$ cat src/rtl/rcpu_mem_arbiter.sv
// Two-requester (CPU / DMA) arbiter onto a single-ported memory; fixed 3-cycle access FSM.
// Define RCPU_ARB_ROUND_ROBIN_EN for round-robin tie-breaking; default build always favours the CPU.
module rcpu_mem_arbiter #(
    parameter int AW = 16,
    parameter int DW = 16
) (
    input  logic          clk,
    input  logic          resetq,

    input  logic          cpu_req,
    input  logic          cpu_we,
    input  logic [AW-1:0] cpu_addr,
    input  logic [DW-1:0] cpu_wdata,
    output logic          cpu_ack,
    output logic [DW-1:0] cpu_rdata,

    input  logic          dma_req,
    input  logic          dma_we,
    input  logic [AW-1:0] dma_addr,
    input  logic [DW-1:0] dma_wdata,
    output logic          dma_ack,
    output logic [DW-1:0] dma_rdata,

    output logic          mem_read_enable,
    output logic [AW-1:0] mem_read_address,
    input  logic [DW-1:0] mem_read_data,
    output logic          mem_write_enable,
    output logic [AW-1:0] mem_write_address,
    output logic [DW-1:0] mem_write_data,

    output logic          busy
);

    typedef enum logic [1:0] {IDLE, ACCESS, ACK} state_t;

    typedef struct packed {
        logic          dma;
        logic          we;
        logic [AW-1:0] addr;
        logic [DW-1:0] wdata;
    } req_t;

    state_t        state, state_nx;
    req_t          req_q, req_nx;
    logic          any_req;
    logic          grant_dma;
    logic          take;
    logic [DW-1:0] cpu_rdata_q, dma_rdata_q;

    assign any_req = cpu_req | dma_req;
    assign take    = (state == IDLE) && any_req;

`ifdef RCPU_ARB_ROUND_ROBIN_EN
    // last_dma remembers who was served last; a tie goes to the other side.
    logic last_dma;

    assign grant_dma = dma_req & (~cpu_req | ~last_dma);

    always_ff @(posedge clk or negedge resetq) begin
        if (!resetq)
            last_dma <= 1'b1;
        else if (take)
            last_dma <= grant_dma;
    end
`else
    assign grant_dma = dma_req & ~cpu_req;
`endif

    always_comb begin
        state_nx = state;
        case (state)
            IDLE:    if (any_req) state_nx = ACCESS;
            ACCESS:  state_nx = ACK;
            ACK:     state_nx = IDLE;
            default: state_nx = IDLE;
        endcase
    end

    always_comb begin
        req_nx.dma   = grant_dma;
        req_nx.we    = grant_dma ? dma_we    : cpu_we;
        req_nx.addr  = grant_dma ? dma_addr  : cpu_addr;
        req_nx.wdata = grant_dma ? dma_wdata : cpu_wdata;
    end

    always_ff @(posedge clk or negedge resetq) begin
        if (!resetq) begin
            state       <= IDLE;
            req_q       <= '0;
            cpu_rdata_q <= '0;
            dma_rdata_q <= '0;
        end else begin
            state <= state_nx;
            // Request fields are frozen from the grant edge until the next IDLE.
            if (take)
                req_q <= req_nx;
            if (state == ACCESS && !req_q.we) begin
                if (req_q.dma) dma_rdata_q <= mem_read_data;
                else           cpu_rdata_q <= mem_read_data;
            end
        end
    end

    // Outputs decode straight from registered state, so reset clears them without waiting for a clock.
    assign busy             = (state != IDLE);
    assign mem_read_enable  = (state == ACCESS) && !req_q.we;
    assign mem_write_enable = (state == ACCESS) &&  req_q.we;
    assign mem_read_address  = mem_read_enable  ? req_q.addr  : '0;
    assign mem_write_address = mem_write_enable ? req_q.addr  : '0;
    assign mem_write_data    = mem_write_enable ? req_q.wdata : '0;

    assign cpu_ack   = (state == ACK) && !req_q.dma;
    assign dma_ack   = (state == ACK) &&  req_q.dma;
    assign cpu_rdata = cpu_rdata_q;
    assign dma_rdata = dma_rdata_q;

endmodule

$ cat config.mk
export PLATFORM = sky130hd
export DESIGN_NAME = rcpu_mem_arbiter
export DESIGN_NICKNAME = d
export VERILOG_FILES = /design/src/rtl/rcpu_mem_arbiter.sv
export SDC_FILE = /design/constraint.sdc
export NUM_CORES = 1
export LEC_CHECK = 0
export ABC_AREA = 0
export CAP_MARGIN = 20
export CORE_MARGIN = 2
export CORE_UTILIZATION = 45
export DETAILED_ROUTE_END_ITERATION = 12
export DONT_BUFFER_PORTS = 1
export PLACE_DENSITY = 0.6
export SLEW_MARGIN = 20
export SYNTH_ARGS = -nofsm -noshare
export SYNTH_HDL_FRONTEND = slang
export SYNTH_SLANG_ARGS = --single-unit
$ cat constraint.sdc
create_clock -name clk -period 3.39 [get_ports clk]
set_input_delay 0.678 -clock clk [delete_from_list [all_inputs] [get_ports clk]]
set_output_delay 0.678 -clock clk [all_outputs]
set_load 0.05 [all_outputs]
After elaboration in Yosys (flattened, before gate mapping). Index checks and enable logic that the tools add are counted.

Bits in registers: 68. Input port bits: 86. Logic and storage cells: 33.

Equality and inequality tests: 3. Bitwise logic cells: 4. Multiplexer cells: 8. Reductions and logical operators: 11.

Operator list (number): 2-to-1 mux 16 bit (5); logical AND 1 bit (5); one-hot mux 2 bit (2 select lines) (1); AND reduction 2 bit (2); == test 2 x 1 -> 1 bit (second input constant) (1); == test 2 bit (second input constant) (1); logical NOT 1 bit (2); logical NOT 2 bit (1); 2-to-1 mux 2 bit (1); != test 2 bit (second input constant) (1); inverter 1 bit (2); nonzero test 2 bit (1); AND 1 bit (1); 2-to-1 mux 1 bit (1); OR 1 bit (1).

Logic depth before layout (Yosys ltp). Gate-level depths: netlist (run 1).

Depth after elaboration: 3. Gate-level depth with buffers: 5. Gate-level depth less buffers: 3.

Worst setup path before layout (run 1). No wires, ideal clock.

Kind: register to output. From: reg req_q[32] in the netlist's numbering. To: out mem_read_address[10]. Path slack: 875 ps. Stages on the path, launching flop included: 4. Arrival time: 1837 ps. Path buffers: 1. Required time: 2712 ps. Cells stage by stage: dfrtp_1 > nor3b_4 > clkbuf_1 > and2_1.

Longest elaborated chain between the ends: 3.

RTL lines: start, declared (line 44) `req_t req_q, req_nx;`; start signal, assigned (line 96) `req_q <= req_nx;`; logical NOT 1 bit (line 106) `assign mem_read_enable = (state == ACCESS) && !req_q.we;`; logical AND 1 bit (line 106); named net mem_read_enable (line 24) `output logic mem_read_enable,`; 2-to-1 mux 16 bit (line 108) `assign mem_read_address = mem_read_enable ? req_q.addr : '0;`; end, declared (line 25) `output logic [AW-1:0] mem_read_address,`.

The timed path passes the listed nets, and every way through them passes these cells.

Worst setup path in the final report (run 1).
From: reg state[0]. To: out mem_write_data[9].

Longest elaborated chain between the ends: 3.

RTL lines: start, declared (line 43) `state_t state, state_nx;`; start signal, assigned (line 93) `state <= state_nx;`; == test 2 x 1 -> 1 bit (line 107) `assign mem_write_enable = (state == ACCESS) && req_q.we;`; logical AND 1 bit (line 107); 2-to-1 mux 16 bit (line 110) `assign mem_write_data = mem_write_enable ? req_q.wdata : '0;`; end, declared (line 29) `output logic [DW-1:0] mem_write_data,`.

No other way between the ends.

==> results of run 1 <==
repair_timing:
action / CTS / global route
endpoints found under the hold margin: 14 / 39
resized for setup: 0 / 0
setup buffers: 0 / 0
hold buffers: 1 / 2
cell usage in the layout, fill, tap and decap left out:
cell,n
inv_8,1
and3_1,32
and2_1,17
nor3b_4,1
dfrtp_1,68
nand2b_2,1
inv_6,3
inv_1,1
bufinv_16,2
clkinvlp_4,1
buf_4,6
nor2_1,1
mux2_4,20
buf_16,1
clkbuf_8,9
mux2_1,1
o21a_1,1
and2_4,1
dlygate4sd3_1,2
and3b_1,1
and2b_1,1
mux2_2,77
nor3b_2,1
a21oi_1,2
nor2b_2,1
cells in the mapped netlist:
master | n | share of area
buf_4 | 3 | 0.0065
nand2b_1 | 1 | 0.0018
and2_1 | 17 | 0.031
mux2_4 | 20 | 0.087
mux2_2 | 77 | 0.25
buf_2 | 1 | 0.0015
and3b_1 | 1 | 0.0025
buf_12 | 2 | 0.012
and2b_1 | 1 | 0.0022
nor3b_4 | 1 | 0.0055
a21oi_1 | 2 | 0.0029
inv_1 | 1 | 0.0011
mux2_1 | 1 | 0.0033
nor2_1 | 1 | 0.0011
buf_6 | 5 | 0.016
buf_8 | 1 | 0.0044
and3_1 | 32 | 0.058
o21a_1 | 1 | 0.0022
nor3b_1 | 1 | 0.0022
nor2b_1 | 1 | 0.0018
dfrtp_1 | 68 | 0.49
and2_4 | 1 | 0.0025
clkbuf_1 | 7 | 0.0076
cell families (layout without fill, tap and decap cells):
group                  after synthesis  after routing  share of synthesized area
AO/OA/AOI/OAI                        3              3                    0.00509
buffers and inverters               20             26                     0.0491
flip-flops                          68             68                      0.495
multiplexers                        98             98                      0.343
AND/OR/NAND/NOR                     57             57                      0.109
metal layers:
layer  share of wire  wire (um)  up-vias  GRT usage
met5               0          0        -          0
met2            0.49       3580       96      0.292
met3           0.093        678        9     0.0606
met1            0.40       2940      962      0.208
li1                -          -      874          -
met4           0.015        108        0     0.0795
worst paths after layout:
kind | slack (ps) | to
worst max-delay path | 690 | mem_write_data[9]
worst min-delay path | 30 | req_q[33]
worst max register to register | 1060 | cpu_rdata[5]
worst min register to register | 500 | req_q[11]
max in group asynchronous | 2150 | cpu_rdata[9]
min in group clk | 410 | req_q[33]
stage by stage:
stage / cells / util / worst slack (ps)
floorplan: 246 / - / 875
global placement: 332 / 0.471 / 1060
detailed placement: 332 / 0.471 / 1020
CTS: 349 / 0.504 / 668
global route: 351 / 0.509 / 494
finish: 351 / 0.509 / 685
worst register-to-register path, cell delays in order, from the launching register on:
cell,delay [ps]
dfrtp_1,440
nor3b_4,620
and2b_1,570
buf_4,280
mux2_4,310
final cells by class:
cell class | instances | area, um^2
clock inverters | 7 | 105
clock buffers | 9 | 124
inverters | 1 | 3.75
flip-flops and latches | 68 | 1700
multi-input cells | 158 | 1580
fillers | 662 | 3600
repair buffers | 9 | 92.6
well taps | 99 | 124
state kept, by name (all words and copies together), names as in the netlist:
name       flops
req_q         34
cpu_rdata     16
dma_rdata     16
state          2
==> results.md, run 1 <==
| Item | This run | Unit |
| --- | --- | --- |
| Standard cell area after detailed placement | 0.00345 | mm^2 |
| Syn nets | 332 | - |
| Initial standard-cell utilization of the core | 0.469 | - |
| Max Fclk | 370 | MHz |
| Clock tree root driver cell | clkbuf_8 | - |
| Antenna diodes | 0 | - |
| Cells along the critical path | nor2b_2 -> buf_4 -> and3_1 | - |
| Length in cells of the worst reg-to-reg path | 4 | - |
| Crit share post-route | 0.798 | - |
| Worst min-delay path category | primary input to async pin | - |
| Detailed-route DRC error count | 0 | - |
| Final Max Slew Viols | 0 | - |
| Relative slew margins | 0.410 | - |
| Vias after detailed routing | 1941 | - |
| Number of buffers added on ports | 0 | - |
| Logic depth of the worst setup path including buffers | 3 | - |
| DRT Pass-1 Iters | 3 | - |
| Class of the most critical setup path | flip-flop to primary output | - |
| Antenna viol nets, final | 0 | - |
| Routed wirelength normalized by instance count | 20.8 | um |
| Distinct cells, synth | 23 | - |
| CTS clk-pin slew, worst paths | 80 | ps |
| Number of global-route vias before repair | 2078 | - |
| Critical R2R Launch | state[1] | - |
| Peak per-stage delay on the critical path | 520 | ps |
| Final setup vio count | 0 | - |
| Clock tree from TritonCTS | yes | - |
| Register bit count reported by yosys | 68 | - |
| Mapped Cells | 246 | - |
| Boundary pin count | 171 | - |
| Initial antenna violation count | 0 | - |
| Count of maximum capacitance violations | 0 | - |
| Floorplan core area | 0.00733 | mm^2 |
| Share of cells above drive strength 1 | 0.496 | - |
| Cell family with the largest share of critical-path delay | simple AND/OR/NAND/NOR gates | - |
| Syn Area/Cell | 14.0 | um^2 |
| Maximum buffer depth of the clock tree | 2 | - |
| Total wirelength of the detailed-routed design | 7300 | um |
| Count of buffer and inverter cells on the critical path | 1 | - |
| GRT Overall Usage | 0.177 | - |
| Post-Synthesis Cell Area | 0.00344 | mm^2 |
| Final instance area | 0.00373 | mm^2 |
| Number of hold violations in the final report | 0 | - |
| Req. time, crit path | 2710 | ps |
| Critical-path cell with the highest stage delay | and3_1 | - |
| Die Wd | 91.4 | um |
| Biggest fanout along the worst timing path | 21 | - |
| Unrepaired setup endpoints after global routing | false | - |
| Worst-Skew Late Latency | 340 | ps |
| Post-Route Hold Slack | 28.1 | ps |
| Vertical die dimension | 91.4 | um |
| Congestion Overflow GR | 0 | - |
| Drt first-iter violations | 64 | - |
| Sum of negative setup slack | 0 | ps |
| Total clock buffers created by CTS | 9 | - |
| Post-route minimum period | 2700 | ps |
| Sort of element at the start of the critical path | flip-flop | - |
| First-pass GRT wire length | 11400 | um |
| Total of warnings raised by yosys | 0 | - |
| Area of the die | 0.00836 | mm^2 |
| Core Rows | 31 | - |
| Max Clock Skew | 11.4 | ps |
| Worst Setup SP | state[0] | - |
| Final estimated routing congestion in global placement | 0.651 | - |
| Post-detail-place hpwl | 4850 | um |
| Largest net degree at the start of global routing | 56 | - |
| Number of sinks on the clock net | 68 | - |
| Element type at the critical path end | primary output | - |
| # H-tree levels | 3 | - |
| Run status | completed | - |
| Arr. time, crit path | 2030 | ps |
| Final-stage net count | 333 | - |
| Slew at the pin closest to its max-slew limit | 881 | ps |
| Vias per cell | 5.53 | - |
| Area grow syn2layout | 8.44 | % |
| Share of synthesized area occupied by flip-flops and latches | 0.495 | - |
Power of run 1 is not shown: default switching activity piles up to over one toggle a cycle in this logic, so the estimate is an artifact.
==> inputs of run 2 (changes only) <==
==> constraint.sdc (replaced) <==
create_clock -name clk -period 2.8 [get_ports clk]
set_input_delay 0.56 -clock clk [delete_from_list [all_inputs] [get_ports clk]]
set_output_delay 0.56 -clock clk [all_outputs]
set_load 0.05 [all_outputs]
==> run 2 against run 1 <==
Effect of this change:
- setup slack worse by 420 ps
- routed wire length down 2.1%
- non-clock buffer count increased by 14
- critical path depth stayed put
- clock skew down 0.94 ps
- sequential share of layout area down 3.2 points
- clock-buffer cell count is the same
- global-route usage decreased by 0.12 points
- register-to-register slack lost 310 ps
- die area unchanged
- hold slack improved by 66 ps
- via count up 2.3%
- critical path type unchanged
==> results.md, run 2 (synthesized netlist as in run 1, its figures left out) <==
| Item | This run | Unit |
| --- | --- | --- |
| Run status | completed | - |
| Biggest fanout along the worst timing path | 13 | - |
| Largest net degree at the start of global routing | 69 | - |
| Drt first-iter violations | 52 | - |
| Total wirelength of the detailed-routed design | 7140 | um |
| First-pass GRT wire length | 11400 | um |
| Most common library cell in the layout ignoring fill and taps | mux2_2 | - |
| Core Rows | 31 | - |
| Worst min-delay path category | primary input to async pin | - |
| Final setup vio count | 0 | - |
| Final Max Slew Viols | 0 | - |
| Boundary pin count | 171 | - |
| Share of cells above drive strength 1 | 0.530 | - |
| Total leakage power | 1.81 | nW |
| Vertical die dimension | 91.4 | um |
| Worst r2r dst | cpu_rdata[3] | - |
| Class of the most critical setup path | flip-flop to primary output | - |
| Met2 global-route usage | 0.296 | - |
| Area of the die | 0.00836 | mm^2 |
| Cells along the critical path | nor2b_2 -> buf_4 -> and3_1 | - |
| Max reg flops | 34 | - |
| Maximum buffer depth of the clock tree | 2 | - |
| Final design utilization | 0.547 | - |
| Unrepaired setup endpoints after global routing | false | - |
| Antenna viol nets, final | 0 | - |
| Post-route minimum period | 2540 | ps |
| DRT Pass-1 Iters | 4 | - |
| Max Clock Skew | 10.4 | ps |
| Number of global-route vias before repair | 2123 | - |
| Routing layer with the top usage in global route | met2 | - |
| Sum of negative setup slack | 0 | ps |
| Layout fillers | 621 | - |
| Initial antenna violation count | 0 | - |
| Critical Path Sink | mem_write_address[12] | - |
| Critical R2R Launch | state[1] | - |
| Most used cells in the layout excluding fill and tap cells | mux2_2, dfrtp_1, and3_1 | - |
| Post-detail-place hpwl | 4980 | um |
| Relative slew margins | 0.417 | - |
| Congestion Overflow GR | 0 | - |
| Number of cells upsized or downsized after cts | 0 | - |
| Number of buffers added on ports | 0 | - |
| CTS clk-pin slew, worst paths | 80 | ps |
| Req. time, crit path | 2240 | ps |
| Clock tree root driver cell | clkbuf_8 | - |
| Worst-Skew Late Latency | 350 | ps |
| Final estimated routing congestion in global placement | 0.702 | - |
| Met3 usage in global routing | 0.0739 | - |
| Routed wirelength normalized by instance count | 19.6 | um |
| Worst IR Drop VDD | 0.533 | mV |
| Sort of element at the start of the critical path | flip-flop | - |
| Register with the most flip-flops | req_q | - |
| Critical-path cell with the highest stage delay | and3_1 | - |
| Antenna diodes | 0 | - |
| GRT Overall Usage | 0.176 | - |
| Count of maximum capacitance violations | 0 | - |
| Vias after detailed routing | 1986 | - |
| Initial standard-cell utilization of the core | 0.469 | - |
| Vias per cell | 5.44 | - |
| # H-tree levels | 3 | - |
| Crit share post-route | 0.907 | - |
| Arr. time, crit path | 1980 | ps |
| Post-CTS setup buffer count | 0 | - |
| Element type at the critical path end | primary output | - |
| Total power divided by cell area | 1490 | mW/mm^2 |
| Number of hold violations in the final report | 0 | - |
| Total clock buffers created by CTS | 9 | - |
| Floorplan core area | 0.00733 | mm^2 |
| Length in cells of the worst reg-to-reg path | 4 | - |
| Die Wd | 91.4 | um |
| Slew at the pin closest to its max-slew limit | 870 | ps |
| Global-route track usage on met1 | 0.203 | - |
| Reg2reg setup slack | 750 | ps |
| Worst Setup SP | state[1] | - |
| Final-stage net count | 347 | - |
| Detailed-route DRC error count | 0 | - |
| Clock tree from TritonCTS | yes | - |
| Peak per-stage delay on the critical path | 500 | ps |
| Area grow syn2layout | 16.5 | % |
| Number of sinks on the clock net | 68 | - |
| Max Fclk | 394 | MHz |
==> run 2: changes by cell type in the layout (fill, tap and decap cells not counted) <==
cell	change
bufinv_16	-1
inv_6	-1
clkinv_4	+2
buf_12	+16
dlygate4sd3_1	-2
==> run 2: power by group <==
part | switching, W | total (W) | leakage (nW) | internal (W)
clock | 0.000416 | 0.000843 | 0.102 | 0.000427
combinational | 0.00141 | 0.00249 | 0.901 | 0.00108
sequential | 0.00118 | 0.00266 | 0.805 | 0.00147
==> run 2: per-layer routing <==
metal  part of all wire  vias to the layer above
li1                   -                      899
met1               0.40                      983
met2               0.50                       95
met3              0.089                        9
met4              0.011                        0
met5                  0                        -
==> run 2: worst max-delay path: cells and delay by family, from the launching register on <==
kind                   cells  cell delay, ps
flip-flops                 1             450
AND/OR/NAND/NOR            2             930
buffers and inverters      1             260
==> run 2: how the worst min path moves through the flow <==
stage,start,slack [ps],cells after the start,endpoint
after detailed placement,resetq,270,0,req_q[20]
after global routing,resetq,90,1,req_q[24]
final,resetq,90,1,req_q[24]
after global placement,resetq,270,0,req_q[20]
after CTS,resetq,100,1,req_q[23]
after floorplan,resetq,260,0,cpu_rdata[0]
==> run 2: cell type report <==
type                            count  area, um^2  share of cell area
Tap cell                           99         124              0.0309
Timing Repair Buffer               23         393              0.0980
Inverter                            1        3.75            0.000936
Sequential cell                    68        1700               0.424
Clock inverter                      7        83.8              0.0209
Clock buffer                        9         124              0.0309
Multi-Input combinational cell    158        1580               0.394
==> run 2: timing repair <==
| action | 4_1_cts | 5_1_grt |
|---|---|---|
| endpoints found under the hold margin | 68 | 0 |
| hold buffers | 1 | 0 |
| endpoints found under the setup margin | 0 | 0 |
==> run 2: per-stage QoR <==
stage / worst slack (ps) / area [um^2] / hold WS [ps] / power [W] / instances
floorplan: 403 / 3440 / 264 / 0.00461 / 246
global placement: 685 / 3770 / 266 / 0.00513 / 348
detailed placement: 635 / 3770 / 267 / 0.00518 / 348
CTS: 253 / 4010 / 95.3 / 0.00605 / 365
global route: 118 / 4010 / 92.7 / 0.00628 / 365
finish: 260 / 4010 / 94.0 / 0.00599 / 365
(Power assumes the default switching activity.)
==> inputs of run 3 (changes only) <==
--- a/config.mk
+++ b/config.mk
@@ -9,6 +9,7 @@
 export CAP_MARGIN = 20
 export CORE_MARGIN = 2
 export CORE_UTILIZATION = 45
+export CTS_CLUSTER_DIAMETER = 200
 export DETAILED_ROUTE_END_ITERATION = 12
 export DONT_BUFFER_PORTS = 1
 export PLACE_DENSITY = 0.6
==> results of run 3 <==
The final DEF is identical to that of run 2; final timing and power are the same.
